`config.mk`:
```
export PLATFORM = sky130hd
export DESIGN_NAME = multi_cycle_sub_add
export DESIGN_NICKNAME = d
export VERILOG_FILES = /design/src/rtl/multi_cycle_sub_add.sv
export SDC_FILE = /design/constraint.sdc
export NUM_CORES = 1
export LEC_CHECK = 0
export BUFFER_PORTS_ARGS = -buffer_cell sky130_fd_sc_hd__buf_2
export CORE_MARGIN = 2
export CORE_UTILIZATION = 25
export DETAILED_ROUTE_END_ITERATION = 8
export MAX_ROUTING_LAYER = met4
export PLACE_DENSITY_LB_ADDON = 0.25
export REMOVE_ABC_BUFFERS = 1
export SKIP_CTS_REPAIR_TIMING = 1
export SLEW_MARGIN = 20
export SYNTH_ARGS = -nofsm -noshare
export SYNTH_HDL_FRONTEND = slang
export SYNTH_SLANG_ARGS = --single-unit
export TNS_END_PERCENT = 5
```
`constraint.sdc`:
```
create_clock -name CLK -period 9.64 [get_ports CLK]
set_input_delay 0.964 -clock CLK [delete_from_list [all_inputs] [get_ports CLK]]
set_output_delay 0.964 -clock CLK [all_outputs]
set_load 0.01 [all_outputs]
```
`src/rtl/multi_cycle_sub_add.sv`:
```
// Iterative WIDTH-bit add/subtract, SLICE bits per clock, START/DONE handshake.
// Optional ZERO/OVF flag outputs when MULTI_CYCLE_SUB_ADD_FLAGS_EN is defined.
module multi_cycle_sub_add #(
    parameter int WIDTH = 32,
    parameter int SLICE = 8
) (
    input  logic             CLK,
    input  logic             RST_N,
    input  logic             START,
    input  logic [WIDTH-1:0] A,
    input  logic [WIDTH-1:0] B,
    input  logic             B_CIN,
    input  logic             SUB_ADD,
    output logic [WIDTH-1:0] D_S,
    output logic             B_COUT,
    output logic             BUSY,
    output logic             DONE
`ifdef MULTI_CYCLE_SUB_ADD_FLAGS_EN
    ,
    output logic             ZERO,
    output logic             OVF
`endif
);

    localparam int NSLICE = WIDTH / SLICE;
    localparam int IW = (NSLICE > 1) ? $clog2(NSLICE) : 1;

    generate
        if (SLICE < 1 || SLICE > WIDTH || (WIDTH % SLICE) != 0) begin : g_bad_cfg
            $error("multi_cycle_sub_add: WIDTH must be a multiple of SLICE");
        end
    endgenerate

    typedef enum logic [1:0] {
        S_IDLE,
        S_RUN,
        S_DONE
    } state_e;

    state_e            state_q, state_d;
    logic [WIDTH-1:0]  a_q, a_d;
    logic [WIDTH-1:0]  b_q, b_d;
    logic              sub_q, sub_d;
    logic              c_q, c_d;
    logic [IW-1:0]     idx_q, idx_d;
    logic [WIDTH-1:0]  acc_q, acc_d;
    logic [WIDTH-1:0]  d_s_q, d_s_d;
    logic              b_cout_q, b_cout_d;

    logic [SLICE-1:0]  a_sl;
    logic [SLICE-1:0]  b_sl;
    logic [SLICE:0]    sum;

`ifdef MULTI_CYCLE_SUB_ADD_FLAGS_EN
    logic              zero_q, zero_d;
    logic              ovf_q, ovf_d;
    logic              msb_cin;
`endif

    // Subtract is A + ~B + ~borrow_in; the carry register holds the inverted borrow.
    always_comb begin
        a_sl = a_q[idx_q*SLICE +: SLICE];
        b_sl = b_q[idx_q*SLICE +: SLICE] ^ {SLICE{sub_q}};
        sum  = {1'b0, a_sl} + {1'b0, b_sl} + {{SLICE{1'b0}}, c_q};
    end

    always_comb begin
        state_d  = state_q;
        a_d      = a_q;
        b_d      = b_q;
        sub_d    = sub_q;
        c_d      = c_q;
        idx_d    = idx_q;
        acc_d    = acc_q;
        d_s_d    = d_s_q;
        b_cout_d = b_cout_q;
`ifdef MULTI_CYCLE_SUB_ADD_FLAGS_EN
        zero_d   = zero_q;
        ovf_d    = ovf_q;
        msb_cin  = a_sl[SLICE-1] ^ b_sl[SLICE-1] ^ sum[SLICE-1];
`endif
        unique case (state_q)
            S_IDLE, S_DONE: begin
                state_d = S_IDLE;
                if (START) begin
                    state_d = S_RUN;
                    a_d     = A;
                    b_d     = B;
                    sub_d   = SUB_ADD;
                    c_d     = SUB_ADD ? ~B_CIN : B_CIN;
                    idx_d   = '0;
                end
            end
            S_RUN: begin
                acc_d[idx_q*SLICE +: SLICE] = sum[SLICE-1:0];
                c_d = sum[SLICE];
                if (idx_q == IW'(NSLICE - 1)) begin
                    state_d  = S_DONE;
                    d_s_d    = acc_d;
                    b_cout_d = sub_q ? ~sum[SLICE] : sum[SLICE];
`ifdef MULTI_CYCLE_SUB_ADD_FLAGS_EN
                    zero_d   = (acc_d == '0);
                    ovf_d    = msb_cin ^ sum[SLICE];
`endif
                end else begin
                    idx_d = idx_q + 1'b1;
                end
            end
            default: state_d = S_IDLE;
        endcase
    end

    always_ff @(posedge CLK) begin
        if (!RST_N) begin
            state_q  <= S_IDLE;
            a_q      <= '0;
            b_q      <= '0;
            sub_q    <= 1'b0;
            c_q      <= 1'b0;
            idx_q    <= '0;
            acc_q    <= '0;
            d_s_q    <= '0;
            b_cout_q <= 1'b0;
`ifdef MULTI_CYCLE_SUB_ADD_FLAGS_EN
            zero_q   <= 1'b0;
            ovf_q    <= 1'b0;
`endif
        end else begin
            state_q  <= state_d;
            a_q      <= a_d;
            b_q      <= b_d;
            sub_q    <= sub_d;
            c_q      <= c_d;
            idx_q    <= idx_d;
            acc_q    <= acc_d;
            d_s_q    <= d_s_d;
            b_cout_q <= b_cout_d;
`ifdef MULTI_CYCLE_SUB_ADD_FLAGS_EN
            zero_q   <= zero_d;
            ovf_q    <= ovf_d;
`endif
        end
    end

    assign D_S    = d_s_q;
    assign B_COUT = b_cout_q;
    assign BUSY   = (state_q == S_RUN);
    assign DONE   = (state_q == S_DONE);
`ifdef MULTI_CYCLE_SUB_ADD_FLAGS_EN
    assign ZERO   = zero_q;
    assign OVF    = ovf_q;
`endif

endmodule
```
Word level (Yosys, flattened, before mapping)
Index checks and enable logic that the tools add are counted.

operators by class
  eq/ne operators = 6
  reductions and logical operators = 7
  shift operators = 4
  muxes and demuxes = 11
  add/subtract/negate cells = 4
  bitwise operators = 3

operators by type and width
  cell                     count
  $shiftx 32x6->8          2
  $neg 5->34               1
  $shift 8x34->32 const A  1
  $shiftx 8x34->32         1
  $bwmux 32                1
  $add 8x8->9              1
  $add 9x1->9              1
  $pmux 2 s2               2
  $xor 8x8->8              1
  $mux 2                   3
  $reduce_and 2->1         3
  $eq 2x2->1 const B       2
  $mux 1                   4
  $ne 2x2->1 const B       2
  $reduce_and 3->1         1
  $add 2x1->2 const B      1
  $eq 2x1->1 const B       1
  $logic_not 2->1          1
  $ne 2x1->1 const B       1
  $not 1->1                2
  $pmux 1 s2               1
  $reduce_bool 2->1        1
  $reduce_or 2->1          1

word-level totals
  bits in registers = 135
  input bits = 69
  output and inout port bits = 35
  logic and storage cells = 44

Longest topological paths before layout
  word-level depth = 6
  mapped depth = 11

Least setup slack after synthesis
OpenSTA, ideal clock, no wires.

  path kind = register -> register
  from = register idx_q[0]
  to = register acc_q[12]
  data arrival time = 2.959 ns
  setup slack = 6.564 ns
  path buffers = 1
  stages on the path, launching flop included = 11
  period minus slack after synthesis = 3.076 ns
  library setup time = 0.117 ns
  cell sequence = dfxtp_1 > buf_2 > mux4_2 > xnor2_1 > fa_1 > fa_1 > nor2b_1 > o21a_1 > o21ai_1 > and2_4 > a22o_1

on the way
  longest elaborated chain between the ends = 6

ends and longest elaborated chain
  element                 RTL line  RTL
  from (decl)             45        logic [IW-1:0] idx_q, idx_d;
  from (signal assigned)  134       idx_q <= idx_d;
  $shiftx 32x6->8         63        b_sl = b_q[idx_q*SLICE +: SLICE] ^ {SLICE{sub_q}};
  $xor 8x8->8             63
  $add 8x8->9             64        sum = {1'b0, a_sl} + {1'b0, b_sl} + {{SLICE{1'b0}}, c_q};
  $add 9x1->9             64
  $shiftx 8x34->32        95        acc_d[idx_q*SLICE +: SLICE] = sum[SLICE-1:0];
  $bwmux 32 (*)           95
  to (signal assigned)    121       acc_q <= '0;
  to (signal assigned)    135       acc_q <= acc_d;
  to (decl)               46        logic [WIDTH-1:0] acc_q, acc_d;

Every way passes the cells marked *; elsewhere a longest branch is shown, timed or not.
A chain may end at the register's enable or synchronous reset.

Worst setup path in the final report
  from = register idx_q[0]
  to = register acc_q[22]

The elaborated chain is that of the path after synthesis.

==> results.yml <==
yosys:
  muxShareOfSynthArea_pct: 5.78
  synth_async_sr_flop_share_pct: 0
  synth_top_family_by_area: "compound AO/OA/AOI/OAI gates"
  synthAdderAreaFrac_pct: 3.25
  synth_compound_area_share_pct: 23.3
  post_synth.cell_area_avg_um2: 9.06
  synth-seq-cells: 135
  synth_edf_count: 0
  synth-simple-area-share_pct: 18.4
  yosys_warnings: 0
  synth-xor-area-share_pct: 1.69
  synth_seq_area_share_pct: 43.4
  ys_types: 50
  ys.flop_type: "dfxtp_1"
  syn-cell-area_mm2: 0.00623
  syn_inst: 688
grt:
  met1_usage_pct: 19.5
  track_usage_pct: 14.1
  grt_pass1_wl_um: 28000
  use_met3_pct: 3.27
  busiest_layer: "met2"
  grt_pass1_vias: 5001
  grt_max_degree: 79
  grt_use_met2_pct: 20.7
  antenna_found_initial: 0
  overflow: 0
routing:
  ant_nets: 0
  drt_first_iter_violations: 308
  routed_wl_um: 17700
  vias: 5159
  via_per_inst: 4.66
  dr.pass1.iters: 5
  post_drt_wl_per_cell_um: 16.0
  drc: 0
sta:
  grt_setup_unrepaired: "false"
  max_freq_ghz: 0.308
  tightestPinTransition_ns: 0.974
  clock_skew_ns: 0.0106
  slew_headroom_pct: 34.9
  fin_crit_sh_pct: 33.7
  layout_min_cycle_time_ns: 3.25
  fin_hold_ws_ns: 0.450
  hold_viol_final: 0
  finalSetupViolations: 0
  drv_slew: 0
  fin_tns_setup_ns: 0
place:
  dpl.cell_count: 1076
  gp_congestion: 0.814
  hpwl_um: 12500
  io_buffer_count: 103
layout:
  drive_gt1_share_pct: 23.0
  fillerInstances: 2635
  antenna_cells: 0
  area_growth_pct: 22.6
  finalNetCount: 855
  layout.cells.non_filler: 1108
  regArea_mm2: 0.00270
  final_common_cell: "nand2_1"
  final_cell_mix: "nand2_1, dfxtp_1, buf_2"
  multi_input_area_mm2: 0.00328
  utilization_pct: 31.3
floorplanning:
  die_x_um: 162
  row_count: 57
  coreArea_mm2: 0.0244
  start_util_pct: 25.5
  dieArea_mm2: 0.0262
  dieHeight_um: 162
  io_pins: 104
worst_hold_path:
  hold_class: "register to register"
worst_setup_path:
  crit_fanout: 24
  worstSetupPathType: "register to register"
  cp.arrival_ns: 3.61
  startpoint_type: "register"
  worst_setup_path_end_kind: "register"
  critPathRequiredTime_ns: 10.00
  r2r_slack_ns: 6.39
clocking:
  clk_latency_ns: 0.42
  ctsHtreeMaxLevel: 4
  numClockSinks: 135
  cts_buffer_depth: 2
  path_clk_slew_ns: 0.06
  root_buffer: "clkbuf_16"
  cts_tree: "done"
  cts_inserted_buffers: 17
power:
  power.density_mw_per_mm2: 193
  ir_drop_v: 0.000109
  power.leakage_uw: 0.00327
run:
  maxCapViolCount: 0
status:
  status: "finished, final reports clean"
-- stage by stage --
step	worst slack [ns]	power, uW	cell area, um^2
6_report	6.39	1470	7640
5_1_grt	6.04	1530	7640
4_1_cts	6.34	1480	7640
3_5_place_dp	6.35	797	7020
3_3_place_gp	6.44	795	7020
2_1_floorplan	5.90	730	6050
-- Yosys cell counts (16+ instances only) --
cell type / count / area (um^2)
nand2_1: 155 / 582
dfxtp_1: 135 / 2700
a21boi_1: 48 / 360
a21oi_1: 36 / 180
clkbuf_1: 26 / 97.6
nor2_1: 26 / 97.6
a21boi_0: 21 / 158
a22o_1: 21 / 184
o21ai_0: 20 / 100
inv_1: 19 / 71.3
nand3_1: 18 / 90.1
o211a_1: 18 / 180
mux4_2: 16 / 360
-- layout make-up --
class,instances,area share (%)
multi-input cells,487,42.9
repair buffers,108,7.24
clock buffers,23,6.13
well taps,324,5.31
flip-flops and latches,135,35.4
clock inverters,9,1.93
inverters,22,1.08
-- path summary, 6_finish.rpt --
path | cells past startpoint | endpoint | from
setup / recovery | 10 | acc_q[22]$_SDFFE_PN0P_ | idx_q[0]$_SDFFE_PN0P_
hold / removal | 2 | b_q[8]$_SDFFE_PN0P_ | b_q[8]$_SDFFE_PN0P_
setup reg to reg | 10 | acc_q[22]$_SDFFE_PN0P_ | idx_q[0]$_SDFFE_PN0P_
hold reg to reg | 2 | b_q[8]$_SDFFE_PN0P_ | b_q[8]$_SDFFE_PN0P_
-- registers in the layout (all words and copies together), names as in the netlist --
name     count
D_S         32
state_q      2
sub_q        1
c_q          1
b_q         32
idx_q        2
acc_q       32
a_q         32
B_COUT       1
-- critical path, stage by stage (launching register included) --
cell and delay [ns]:
dfxtp_1 0.30, buf_4 0.35, mux4_2 0.57, xnor2_1 0.15, fa_1 0.43, fa_1 0.43, nor2b_1 0.20, o31ai_2 0.13
nand3_1 0.12, nor2b_1 0.32, a22o_1 0.20
-- per-layer routing --
layer,part of all wire (%),up-vias
met5,0,-
met4,1.4,0
met3,4.5,19
met2,44,145
met1,50,2418
li1,-,2577
-- logic make-up after synthesis --
logic type,count (synthesis)
compound gates,199
xor+xnor,12
fa+ha+maj,15
buf+inv,66
flops,135
mux,16
simple gates,245
-- power by group --
group | switching, uW | total, uW | internal (uW) | leakage (uW)
Combinational | 113 | 187 | 73.7 | 0.00187
Clock | 244 | 689 | 445 | 0.000301
Sequential | 12.5 | 594 | 582 | 0.00110
Total | 370 | 1470 | 1100 | 0.00327
No activity file was read; power rests on OpenSTA's default activity.
